`src/rtl/alu_scheduler.sv`:
```
// alu_scheduler: round-robin arbiter that lets two clients share one registered-input ALU
// IDLE accepts a request, EXEC captures the ALU result, RESP returns it to the owner.
module alu_scheduler #(
    parameter int BW = 16
) (
    input  logic          clk,
    input  logic          rst,
    input  logic          req0_valid,
    output logic          req0_ready,
    input  logic [2:0]    req0_op,
    input  logic [BW-1:0] req0_a,
    input  logic [BW-1:0] req0_b,
    input  logic          req1_valid,
    output logic          req1_ready,
    input  logic [2:0]    req1_op,
    input  logic [BW-1:0] req1_a,
    input  logic [BW-1:0] req1_b,
    output logic          resp0_valid,
    input  logic          resp0_ready,
    output logic [BW-1:0] resp0_out,
    output logic [2:0]    resp0_flags,
    output logic          resp1_valid,
    input  logic          resp1_ready,
    output logic [BW-1:0] resp1_out,
    output logic [2:0]    resp1_flags,
    output logic [BW-1:0] alu_a,
    output logic [BW-1:0] alu_b,
    output logic [2:0]    alu_op,
    input  logic [BW-1:0] alu_out,
    input  logic [2:0]    alu_flags,
    output logic          busy,
    output logic [7:0]    ovf_cnt
);
    typedef enum logic [1:0] {IDLE, EXEC, RESP} state_t;

    state_t        state_q, state_d;
    logic          last_q, last_d, owner_q, owner_d;
    logic [2:0]    op_q, op_d, flg_q, flg_d;
    logic [BW-1:0] a_q, a_d, b_q, b_d, res_q, res_d;
    logic [7:0]    ovf_q, ovf_d;
    logic          idle, win1, accept, resp_hs;

    assign idle = state_q == IDLE;
    // On a tie the requester that was not served last wins
    assign win1 = req1_valid && (!req0_valid || !last_q);
    assign req0_ready = idle && req0_valid && !win1;
    assign req1_ready = idle && win1;
    assign accept = req0_ready || req1_ready;
    assign resp_hs = state_q == RESP && (owner_q ? resp1_ready : resp0_ready);

    always_comb begin
        state_d = state_q;
        last_d  = last_q;
        owner_d = owner_q;
        op_d    = op_q;
        a_d     = a_q;
        b_d     = b_q;
        res_d   = res_q;
        flg_d   = flg_q;
        ovf_d   = ovf_q;
        case (state_q)
            IDLE: if (accept) begin
                state_d = EXEC;
                owner_d = win1;
                op_d    = win1 ? req1_op : req0_op;
                a_d     = win1 ? req1_a : req0_a;
                b_d     = win1 ? req1_b : req0_b;
            end
            EXEC: begin
                state_d = RESP;
                res_d   = alu_out;
                flg_d   = alu_flags;
                ovf_d   = ovf_q + 8'(alu_flags[2] && ovf_q != 8'hFF);
            end
            RESP: if (resp_hs) begin
                state_d = IDLE;
                last_d  = owner_q;
            end
            default: state_d = IDLE;
        endcase
    end

    always_ff @(posedge clk or posedge rst) begin
        if (rst) begin
            state_q <= IDLE;
            last_q  <= 1'b1;
            owner_q <= 1'b0;
            op_q    <= '0;
            a_q     <= '0;
            b_q     <= '0;
            res_q   <= '0;
            flg_q   <= '0;
            ovf_q   <= '0;
        end else begin
            state_q <= state_d;
            last_q  <= last_d;
            owner_q <= owner_d;
            op_q    <= op_d;
            a_q     <= a_d;
            b_q     <= b_d;
            res_q   <= res_d;
            flg_q   <= flg_d;
            ovf_q   <= ovf_d;
        end
    end

    assign busy        = !idle;
    assign resp0_valid = state_q == RESP && !owner_q;
    assign resp1_valid = state_q == RESP && owner_q;
    assign resp0_out   = resp0_valid ? res_q : '0;
    assign resp1_out   = resp1_valid ? res_q : '0;
    assign resp0_flags = resp0_valid ? flg_q : '0;
    assign resp1_flags = resp1_valid ? flg_q : '0;
    assign alu_a       = a_q;
    assign alu_b       = b_q;
    assign alu_op      = op_q;
    assign ovf_cnt     = ovf_q;
endmodule

```
`config.mk`:
```
export PLATFORM = sky130hd
export DESIGN_NAME = alu_scheduler
export DESIGN_NICKNAME = d
export VERILOG_FILES = /design/src/rtl/alu_scheduler.sv
export SDC_FILE = /design/constraint.sdc
export NUM_CORES = 1
export LEC_CHECK = 0
export ABC_AREA = 1
export CORE_ASPECT_RATIO = 0.7
export CORE_MARGIN = 3
export CORE_UTILIZATION = 40
export DETAILED_ROUTE_END_ITERATION = 7
export GPL_TIMING_DRIVEN = 0
export PLACE_DENSITY = 0.91
export SETUP_SLACK_MARGIN = 0.3
export SLEW_MARGIN = 10
export SYNTH_ARGS = -nofsm -noshare
export SYNTH_HDL_FRONTEND = slang
export SYNTH_SLANG_ARGS = --single-unit
```
`constraint.sdc`:
```
create_clock -name clk -period 5.7 [get_ports clk]
set_clock_uncertainty 0.05 [all_clocks]
set_input_delay 1.14 -clock clk [delete_from_list [all_inputs] [get_ports clk]]
set_output_delay 1.14 -clock clk [all_outputs]
set_load 0.005 [all_outputs]
```
==> results of run 1 <==
[worst max-delay path, cell delays in order]
cell and delay (ns):
clkdlybuf4s50_1 0.48, nand2_1 0.08, nand2_4 0.15, inv_4 0.10, buf_2 0.19, nor2_1 0.14
clkdlybuf4s50_1 0.52
[final cells by class]
class                      instances  area [um^2]  area share, %
buffer                            19          144           2.58
clock buffer                      10          229           4.10
clock inverter                     6         90.1           1.61
inverter                          36          140           2.51
multi-input combinational        345         1400           25.1
sequential                        66         1650           29.6
tap                              101          126           2.26
timing repair buffer             180         1800           32.3
[cells by family (layout without fill, tap and decap cells)]
group | Yosys count | after routing | synth area share (%)
adders and majority gates | 2 | 2 | 0.750
AOI/OAI and AO/OA | 24 | 24 | 3.60
DFF | 66 | 66 | 49.5
xor gates and xnor gates | 3 | 3 | 0.788
buffers and inverters | 55 | 251 | 8.44
and+or+nand+nor | 316 | 316 | 36.9
[per-layer routing]
metal / share of wire [%] / GRT usage [%]
met5: 0 / 0
met4: 0.71 / 4.34
met3: 8.2 / 6.63
met2: 50 / 37.2
met1: 42 / 26.1
[final timing paths]
check,startpoint,end,cells after the start
min reg2reg,alu_a[4],alu_a[4],2
max reg2reg,ovf_cnt[2],ovf_cnt[4],8
max in group asynchronous,rst,alu_a[10],2
max,req0_valid,req0_ready,7
min,alu_a[4],alu_a[4],2
min in group asynchronous,rst,res_q[11],2
[cell usage after synthesis (all sizes together)]
cell type | number | area [um^2]
buf | 17 | 136
nand3 | 2 | 10.0
or2 | 1 | 8.76
nand3b | 1 | 7.51
inv | 36 | 138
dfrtp | 65 | 1630
nor3 | 3 | 15.0
ha | 2 | 25.0
a21oi | 1 | 5.00
o21ai | 23 | 115
clkbuf | 2 | 7.51
dfstp | 1 | 26.3
nand2 | 263 | 1000
xor2 | 3 | 26.3
nor2 | 46 | 188
[flip-flops by register name, summed over array words and instances, names as in the netlist]
| signal | flops |
|---|---|
| owner_q | 1 |
| alu_b | 16 |
| res_q | 16 |
| ovf_cnt | 8 |
| state_q | 2 |
| last_q | 1 |
| flg_q | 3 |
| alu_op | 3 |
| alu_a | 16 |
[placed cells by master, fill, tap and decap left out, types with 3 or more instances in the layout]
| master | synthesis | routed |
|---|---|---|
| buf_2 | 7 | 7 |
| nand2_1 | 259 | 259 |
| xor2_1 | 3 | 3 |
| inv_1 | 32 | 31 |
| o21ai_0 | 23 | 23 |
| dfrtp_1 | 65 | 65 |
| inv_2 | 3 | 3 |
| buf_4 | 3 | 3 |
| buf_6 | 7 | 7 |
| nor2_1 | 44 | 44 |
| nor3_1 | 3 | 3 |
| clkdlybuf4s50_1 | 0 | 180 |
| nand2_2 | 3 | 3 |
| clkbuf_1 | 2 | 3 |
| clkbuf_16 | 0 | 9 |
[metrics by stage]
stage,setup WS (ns),utilization (%),hold WS (ns),instances,cell area [um^2]
2_1_floorplan,2.86,-,0.403,466,3340
3_3_place_gp,1.69,66.0,0.404,747,5270
3_5_place_dp,1.70,66.1,0.411,747,5270
4_1_cts,1.69,70.1,0.422,763,5590
5_1_grt,1.64,70.1,0.437,763,5590
6_report,1.70,70.1,0.418,763,5590
[report_power, final]
| part | switching, uW | internal (uW) |
|---|---|---|
| Sequential | 111 | 688 |
| Combinational | 586 | 598 |
| Clock | 199 | 384 |
==> out/qor.csv, run 1 <==
metric,value,unit
clockBufferDepth,2,
syn_area_per_cell,7.16,um^2
io_buffers,180,
drt_iter0_drc,161,
netlist_area,0.00334,mm^2
ir_worst_vdd,0.244,mV
cts-root-buf,clkbuf_16,
start_util,41.9,%
dp_hpwl,7.79,mm
rrSetupSlack,3.87,ns
fmax,250,MHz
crit_required,4.51,ns
hold_buffers,0,
post_cts_buffers,0,
setup_viol_count_final,0,
numCtsBuffers,9,
clkSinkCount,66,
wl_per_cell,13.2,um
fin_crit,4.00,ns
finalHoldViolations,0,
grt_first_pass_wirelength,15.9,mm
antenna_found_initial,0,
status,finished clean,
ant_nets,0,
fin_setup_tns,0,ns
power.total,2570,uW
yosysUniqueCellTypes,22,
die_y,82.4,um
gr-total-overflow,0,
die_area,0.00949,mm^2
cts_tree,yes,
cts_resized,0,
grt_start_max_net_pins,67,
clkLatencyLatePin,0.32,ns
synth_seq_area_share,49.5,%
leakage,0.00276,uW
worst_slew_pin_slew,0.791,ns
relSlewSlack,47.3,%
finalMaxSlewViolations,0,
layout.nets,754,
routed_wl,10.1,mm
min_period_over_period,70.1,%
core-area,0.00797,mm^2
ys_ff_latch,66,
drc_errors,0,
syn_nets,563,
antenna-diode-count,0,
path_clk_slew,0.05,ns
hp-class,reg -> reg,
yosysWarnings,0,
worstSetupPathType,in -> out,
area_growth,67.4,%
synthCells,466,
nFillCells,661,
start_kind,input port,
worstPathArrival,2.81,ns
power_density,459,mW/mm^2
grt.total_usage,21.2,%
die_width,115,um
grt_pass1_vias,3383,
rsz0062_at_grt,no,
crit_path_end_kind,output port,
viasPerCell,4.65,
drive_above_1_share,6.80,%
drt_first_pass_iters,5,
drv_cap,0,
gp_congestion,0.809,
h-tree-depth,3,
vias,3547,
path_max_fanout,10,
rows,27,
ios,181,
No activity file was read; power rests on OpenSTA's default activity.
==> run 2, diff against run 1 <==
--- a/config.mk
+++ b/config.mk
@@ -8,10 +8,10 @@
 export ABC_AREA = 1
 export CORE_ASPECT_RATIO = 0.7
 export CORE_MARGIN = 3
-export CORE_UTILIZATION = 40
+export CORE_UTILIZATION = 35
 export DETAILED_ROUTE_END_ITERATION = 7
 export GPL_TIMING_DRIVEN = 0
-export PLACE_DENSITY = 0.91
+export PLACE_DENSITY = 0.85
 export SETUP_SLACK_MARGIN = 0.3
 export SLEW_MARGIN = 10
 export SYNTH_ARGS = -nofsm -noshare
==> constraint.sdc (replaced) <==
create_clock -name clk -period 3.3 [get_ports clk]
set_clock_uncertainty 0.05 [all_clocks]
set_input_delay 0.66 -clock clk [delete_from_list [all_inputs] [get_ports clk]]
set_output_delay 0.66 -clock clk [all_outputs]
set_load 0.005 [all_outputs]
==> run 2 against run 1 <==
  * Sequential cell count stayed put
  * Critical path depth stayed put
  * Critical endpoint unchanged
  * Final cell count is 3.1% higher
  * Worst setup slack worse by 1.3 ns
  * Count of clock-buffer cells in the layout stayed put
  * Largest power group unchanged
  * Total power is 70% higher
==> out/qor.csv, run 2 (synthesized netlist as in run 1, its figures left out) <==
metric,value,unit
status,finished clean,
wl_met3,676,um
grt_first_pass_wirelength,16.4,mm
slowest_delay,0.53,ns
layout_common_cells,"nand2_1 (259), clkdlybuf4s50_1 (180), dfrtp_1 (65), nor2_1 (44), inv_1 (31)",
path_clk_slew,0.05,ns
cp_num_buf_inv,4,
layout.nets,755,
routed_wl,10.1,mm
dp_hpwl,7.86,mm
cts-root-buf,clkbuf_16,
hold_ws,0.418,ns
clock_power_share,21.5,%
wl_per_cell,12.9,um
leakage,0.00275,uW
setup_viol_count_final,0,
start_kind,input port,
clkSinkCount,66,
antenna_found_initial,0,
top_layer_used,met4,
crit_required,2.59,ns
numCtsBuffers,9,
worstSetupPathType,in -> out,
fin_setup_tns,0,ns
gr-total-overflow,0,
relSlewSlack,45.2,%
area_growth,67.8,%
grt.total_usage,19.1,%
place_inst,770,
crit_path_end_kind,output port,
ant_nets,0,
finalHoldViolations,0,
gp_congestion,0.782,
wl_met2,5.01,mm
crit-reg2reg-launch,ovf_cnt[2],
final_util,61.0,%
die_width,123,um
hold_buffers,0,
antenna-diode-count,0,
drt_first_pass_iters,4,
combPwrFrac,46.5,%
p_int,2810,uW
fmax,344,MHz
p_seq_share,32.0,%
ir_worst_vdd,0.261,mV
drv_cap,0,
io_buffers,180,
clkLatencyLatePin,0.32,ns
grt_start_max_net_pins,67,
vias,3544,
power.total,4360,uW
min_period_over_period,88.0,%
grt_pass1_vias,3515,
worstHoldEndpoint,alu_a[7],
whs_path_depth,2,
reg2reg_to,ovf_cnt[2],
viasPerCell,4.50,
h-tree-depth,3,
drc_errors,0,
drt_iter0_drc,173,
critical-path-top-delay-family,buffers and inverters,
cts_tree,yes,
rows,29,
cp_common_cell,clkdlybuf4s50_1,
layout_commonest_cell,nand2_1,
power_density,778,mW/mm^2
fin_cells,787,
finalMaxSlewViolations,0,
rsz0062_at_grt,no,
ff2ff_path_depth,8,
clockBufferDepth,2,
rrSetupSlack,1.45,ns
fin_crit,2.90,ns
start_util,36.4,%
core-area,0.00918,mm^2
ios,181,
drt-met1-wl,4.20,mm
hp-class,reg -> reg,
path_max_fanout,10,
slowest_stage,clkdlybuf4s50_1,
worstPathArrival,2.19,ns
drive_above_1_share,6.94,%
switchingPower,1550,uW
die_area,0.0108,mm^2
p_sw_share,35.5,%
worst_slew_pin_slew,0.822,ns
path_cells,clkdlybuf4s50_1 > nand2_1 > nand2_4 > inv_4 > buf_2 > nor2_1 > clkdlybuf4s50_1,
die_y,87.7,um
min-delay-start,alu_a[7],
-- run 2: cell types whose count changed in the layout (fill, tap and decap cells not counted), sizes merged --
cell and change:
inv -1, clkinvlp +1, bufinv -1, buf +1
clkinv +1
-- run 2: how the worst max path moves through the flow --
stage	slack [ns]	cells past startpoint	to	startpoint
6_report	0.40	7	req0_ready	req0_valid
5_1_grt	0.33	7	req0_ready	req0_valid
4_1_cts	0.30	7	req0_ready	req0_valid
3_5_place_dp	0.30	7	req0_ready	req0_valid
3_3_place_gp	-0.18	2	alu_a[3]	rst
2_1_floorplan	0.94	1	alu_a[0]	rst
-- run 2: power by group through the flow --
stage          clock network [uW]  registers, uW  logic, uW
2_1_floorplan                   0           1390        966
3_3_place_gp                    0           1380       1980
3_5_place_dp                    0           1400       2040
4_1_cts                       966           1400       2050
5_1_grt                       994           1440       2280
6_report                      938           1390       2030
-- run 2: final cells by class --
class	instances	area, um^2
clock buffers	10	229
repair buffers	181	1810
fillers	852	3580
plain buffers	19	144
flip-flops and latches	66	1650
clock inverters	6	67.6
multi-input cells	345	1400
well taps	124	155
inverters	36	140
-- run 2: worst register-to-register path: cells and delay by family, from the launching register on --
kind                     cells  cell delay (ns)
XOR/XNOR                     1             0.15
buffers and inverters        2             0.15
adder cells (fa/ha/maj)      2             0.44
AND/OR/NAND/NOR              2             0.39
AO/OA/AOI/OAI                1             0.12
flip-flops                   1             0.41
-- run 2: metal layers --
metal | global-route usage (%) | vias to the layer above
met1 | 22.9 | 1623
met2 | 33.8 | 122
met4 | 7.11 | 0
li1 | - | 1780
met5 | 0 | -
met3 | 4.45 | 19
-- run 2: what timing repair did --
item / CTS / global route
gates resized for setup: 0 / 0
setup endpoints to repair: 0 / 1
setup buffers: 0 / 1
-- run 2: stage by stage --
step | setup slack, ns | cell area (um^2)
5_1_grt | 0.329 | 5600
3_5_place_dp | 0.305 | 5300
2_1_floorplan | 0.937 | 3340
4_1_cts | 0.300 | 5590
6_report | 0.395 | 5600
3_3_place_gp | -0.179 | 5290
